**src/rtl/brick_map.sv**
```systemverilog
// Brick-wall state for a two-row breakout wall: erase handling, brick count, BCD score
// and a one-cycle registered "live brick at this pixel" query for the renderer.
module brick_map #(
   parameter int unsigned NUM_BRICKS      = 10,
   parameter int unsigned BRICKS_PER_ROW  = 5,
   parameter logic [9:0]  ROW0_Y          = 10'd40,
   parameter logic [9:0]  ROW1_Y          = 10'd90,
   parameter logic [9:0]  BLOCK_WIDTH     = 10'd80,
   parameter logic [9:0]  BLOCK_HEIGHT    = 10'd30,
   parameter logic [9:0]  BLOCK_SPACING_X = 10'd40
) (
   input  logic       clk,
   input  logic       reset,
   input  logic       erase_enable,
   input  logic [5:0] e_pos,
   input  logic [9:0] pixel_x,
   input  logic [9:0] pixel_y,
   input  logic       video_on,
   output logic       brick_pixel,
   output logic       brick_row,
   output logic       erase_ack,
   output logic [3:0] bricks_left,
   output logic [7:0] score,
   output logic       all_cleared
);

   logic [NUM_BRICKS-1:0] active;
   logic [NUM_BRICKS-1:0] hit;
   logic [NUM_BRICKS-1:0] hit_row1;
   logic [NUM_BRICKS-1:0] sel;
   logic                  do_erase;
   logic [7:0]            score_next;

   // Per-brick geometry is fixed at elaboration; only the live mask is dynamic.
   for (genvar k = 0; k < NUM_BRICKS; k++) begin : g_brick
      localparam int unsigned COL = k % BRICKS_PER_ROW;
      localparam int unsigned ROW = k / BRICKS_PER_ROW;
      localparam logic [9:0]  X0  = 10'(BLOCK_SPACING_X + (BLOCK_WIDTH + BLOCK_SPACING_X) * COL);
      localparam logic [9:0]  Y0  = (ROW == 0) ? ROW0_Y : ROW1_Y;

      assign hit[k] = active[k]
                    && (pixel_x >= X0) && (pixel_x < X0 + BLOCK_WIDTH)
                    && (pixel_y >= Y0) && (pixel_y < Y0 + BLOCK_HEIGHT);
      assign hit_row1[k] = hit[k] && (ROW != 0);
      assign sel[k]      = (e_pos == 6'(k));
   end

   // Out-of-range indices match no sel bit, so they are ignored naturally.
   assign do_erase = erase_enable && (|(active & sel));

   // BCD +1, holding at 99.
   always_comb begin
      score_next = score;
      if (score != 8'h99) begin
         if (score[3:0] >= 4'd9) score_next = {score[7:4] + 4'd1, 4'd0};
         else                    score_next = {score[7:4], score[3:0] + 4'd1};
      end
   end

   always_ff @(posedge clk) begin
      if (reset) begin
         active      <= '1;
         bricks_left <= 4'(NUM_BRICKS);
         score       <= 8'h00;
         erase_ack   <= 1'b0;
         brick_pixel <= 1'b0;
         brick_row   <= 1'b0;
         all_cleared <= 1'b0;
      end else begin
         brick_pixel <= video_on && (|hit);
         brick_row   <= video_on && (|hit_row1);
         erase_ack   <= do_erase;
         if (do_erase) begin
            active      <= active & ~sel;
            bricks_left <= bricks_left - 4'd1;
            score       <= score_next;
            if (bricks_left == 4'd1) all_cleared <= 1'b1;
         end
      end
   end

endmodule
```
**config.mk**
```make
export PLATFORM = sky130hd
export DESIGN_NAME = brick_map
export DESIGN_NICKNAME = d
export VERILOG_FILES = /design/src/rtl/brick_map.sv
export SDC_FILE = /design/constraint.sdc
export NUM_CORES = 1
export LEC_CHECK = 0
export ABC_AREA = 0
export BUFFER_PORTS_ARGS = -buffer_cell sky130_fd_sc_hd__buf_4
export CORE_UTILIZATION = 55
export CTS_BUF_LIST = sky130_fd_sc_hd__clkbuf_16
export DETAILED_ROUTE_END_ITERATION = 8
export PLACE_DENSITY = 0.85
export SYNTH_ARGS = -nofsm -noshare
export SYNTH_HDL_FRONTEND = slang
export SYNTH_SLANG_ARGS = --single-unit
export TNS_END_PERCENT = 50
```
**constraint.sdc**
```tcl
create_clock -name clk -period 5.5 [get_ports clk]
set_input_delay 0.825 -clock clk [delete_from_list [all_inputs] [get_ports clk]]
set_output_delay 0.825 -clock clk [all_outputs]
set_load 0.1 [all_outputs]
```
==> run_results.csv <==
group,metric,value,unit
worst_setup_path,worst-path-buf-inv,1,
worst_setup_path,reg2reg_from,"active[3]",
logic_synthesis,ys.flop_type,"dfxtp_1",
worst_setup_path,worstSetupStartpointType,"input pin",
global_route,antenna_found_initial,0,
worst_setup_path,path_cells,"buf_4 > nor4b_2 > nand2_1 > a211o_1 > a21oi_1 > a21boi_0 > o21a_1",
routing,drtIter0Drc,38,
clock_tree,holdBufCountCts,0,
worst_setup_path,endpoint_kind,"flip-flop",
clock_tree,cts_buffers,3,
clock_tree,cts_htree_levels,1,
timing,setup_viol,0,
worst_setup_path,r2r_end,"bricks_left[2]",
power,power_frac_clock,0.451,
placement,gp_congestion,0.819,
logic_synthesis,synth.top_cells.by_area,"dfxtp_1 (34%), ha_1 (5.7%), nand2_1 (4.2%)",
final_layout,regArea,520,um2
logic_synthesis,synth.distinct_cells,47,
power,intPower,0.000361,W
timing,fin_tns_setup,0,ps
logic_synthesis,synth_area_per_cell,8.08,um2
global_route,grt_pass1_vias,1429,
logic_synthesis,synthesis.nets,226,
timing,worst_hold_slack,485,ps
final_layout,fill_cells,188,
min_path,hp-start,"all_cleared",
worst_setup_path,critPathKind,"input pin to flip-flop",
min_path,whs_endpoint,"all_cleared",
run,maxCapViolCount,0,
worst_setup_path,cp_slowest_cell,"a21oi_1",
logic_synthesis,yosys.area.top_type,"dfxtp_1",
logic_synthesis,syn-cell-area,0.00153,mm2
floorplan,initial_core_util,0.600,
clock_tree,cts.root.buffer_cell,"clkbuf_16",
global_route,overflow,0,
timing,maxSlewHeadroom,0.297,
clock_tree,cts_tree,"built",
power,p_per_area,244,mW/mm2
placement,dp_hpwl,2710,um
logic_synthesis,synth_edf_count,0,
final_layout,multiInputGateArea,930,um2
min_path,hold_path_class,"flip-flop to flip-flop",
logic_synthesis,synth_warnings,0,
routing,drt_wl_total,3940,um
power,swShare,0.235,
power,switching_power,0.000111,W
logic_synthesis,netlist_instances,189,
clock_tree,cts_buffer_depth,2,
timing,slew_viol_final,0,
routing,ant_nets,0,
power,p_seq_frac,0.407,
routing,vias,1553,
floorplan,die_h,54.7,um
placement,io_buffers,41,
final_layout,n_antenna_cell,0,
final_layout,syn2layout_area_growth,26.4,%
final_layout,fin_nets,262,
status,status,"finished clean",
worst_setup_path,cp_top_family,"compound AO/OA/AOI/OAI gates",
logic_synthesis,yosysTopAreaCellShare,0.341,
worst_setup_path,rr_worst_depth,6,
timing,tightest_slew,1050,ps
clock_tree,path_clk_slew,70,ps
logic_synthesis,ys_ff_latch,26,
worst_setup_path,cp.required,5660,ps
clock_tree,cts_setup_buffers,0,
logic_synthesis,seq_area_frac_synth,0.341,
timing,finalCritPeriodShare,0.556,
floorplan,design.portCount,46,
clock_tree,cts.sinks,26,
worst_setup_path,critPathMaxStageDelay,840,ps
power,p_leak,0.781,nW
routing,viasPerCell,6.11,
floorplan,dieArea,0.00299,mm2
clock_tree,post_cts_resized,0,
logic_synthesis,synthArstFlopShare,0,
timing,fmax,327,MHz
global_route,grt_max_degree,22,
routing,drt_first_pass_iters,4,
timing,worst_slack,2440,ps
global_route,track_usage,0.281,
floorplan,die_w,54.7,um
final_layout,drive_gt1_frac,0.228,
min_path,whs_path_depth,2,
routing,detail_route.wl_per_cell,15.5,um
power,vdd_drop_max,0.239,mV
clock_tree,clk-insertion-delay-late,260,ps
placement,place_ws,2200,ps
worst_setup_path,r2r_setup_slack,3130,ps
global_route,grt_pass1_wl,6100,um
timing,fin_skew,5.24,ps
floorplan,num_rows,18,
routing,remaining_drc_errors,0,
floorplan,design.core.area,0.00254,mm2
worst_setup_path,crit_fanout,14,
timing,hold_viol_final,0,
power,combPwrFrac,0.142,
timing,grt_setup_unrepaired,"no",
worst_setup_path,critPathArrivalTime,3220,ps
timing,min_period,3060,ps
## cells in the final DEF, fill, tap and decap left out, types with 4 or more instances in the layout
cell type  Yosys  routed
inv_1          8       8
nand3_1        5       5
nand2b_1       5       5
dfxtp_1       26      26
nor3_1         8       8
a22oi_1        4       4
nor2_1        17      17
a31oi_1        8       8
o21ai_0       11      11
nand3b_1       4       4
buf_4          0      41
ha_1           7       7
a21oi_1       10      10
nand2_1       17      17
## final cells by class
class / instances / share of cell area
Clock buffer: 3 / 0.0389
Clock inverter: 1 / 0.0156
Inverter: 8 / 0.0156
Multi-Input combinational cell: 145 / 0.482
Sequential cell: 26 / 0.270
Tap cell: 30 / 0.0194
Timing Repair Buffer: 41 / 0.159
## routing by layer
layer	global-route usage	vias up	wire length, um
met4	0.124	0	65
met1	0.317	711	1620
met2	0.514	72	1970
met3	0.0389	9	289
li1	-	761	-
met5	0	-	0
## synthesized netlist by cell type (all sizes together), types with 2 or more instances
cell / number
mux2: 3
clkbuf: 8
ha: 7
nand4: 2
nor3: 8
nand2b: 5
dfxtp: 26
nand3b: 4
or3: 2
a21oi: 10
a22oi: 4
and3: 2
and2: 3
nor2b: 3
nor3b: 3
a21boi: 3
nand3: 5
inv: 8
a211o: 2
o31ai: 2
or4: 2
buf: 2
o211ai: 2
nor2: 17
a31oi: 8
nor4: 4
o21ai: 11
nand2: 17
## kinds of logic after synthesis
logic type	Yosys count	synth area share
AOI/OAI and AO/OA	53	0.229
buffers and inverters	18	0.0508
and+or+nand+nor	81	0.295
xor gates and xnor gates	1	0.00573
muxes	3	0.0221
DFF	26	0.341
adders and majority gates	7	0.0573
## worst min-delay path: stages (launching register included)
cell     delay [ps]
dfxtp_1         330
a21oi_1          50
nor2_1           70
## registers in the layout, summed over array words and instances (netlist names)
signal / flops
erase_ack: 1
brick_pixel: 1
active: 10
all_cleared: 1
bricks_left: 4
score: 8
brick_row: 1
## power groups by stage
stage	Sequential, W	Clock [W]	Combinational, W
final	0.000192	0.000212	0.0000672
after global routing	0.000192	0.000219	0.0000722
after CTS	0.000192	0.000212	0.0000664
after floorplan	0.000207	0	0.0000297
after global placement	0.000196	0	0.0000632
after detailed placement	0.000196	0	0.0000658
## stage by stage
step	total power [W]	std cells	cell area [um2]	utilization
after floorplan	0.000237	189	1530	-
after global placement	0.000259	250	1830	0.717
after detailed placement	0.000262	250	1830	0.717
after CTS	0.000470	254	1930	0.759
after global routing	0.000483	254	1930	0.759
final	0.000472	254	1930	0.759
## worst max path at each step
stage	start	end	slack (ps)	depth (start not counted)
2_1_floorplan	e_pos[0]	score[2]	2860	8
5_1_grt	e_pos[1]	bricks_left[2]	2300	7
4_1_cts	e_pos[1]	bricks_left[2]	2440	7
3_3_place_gp	e_pos[1]	bricks_left[2]	2380	7
6_report	e_pos[1]	bricks_left[2]	2440	7
3_5_place_dp	e_pos[1]	bricks_left[2]	2200	7
Note: power is estimated with default switching activity, not from simulation.
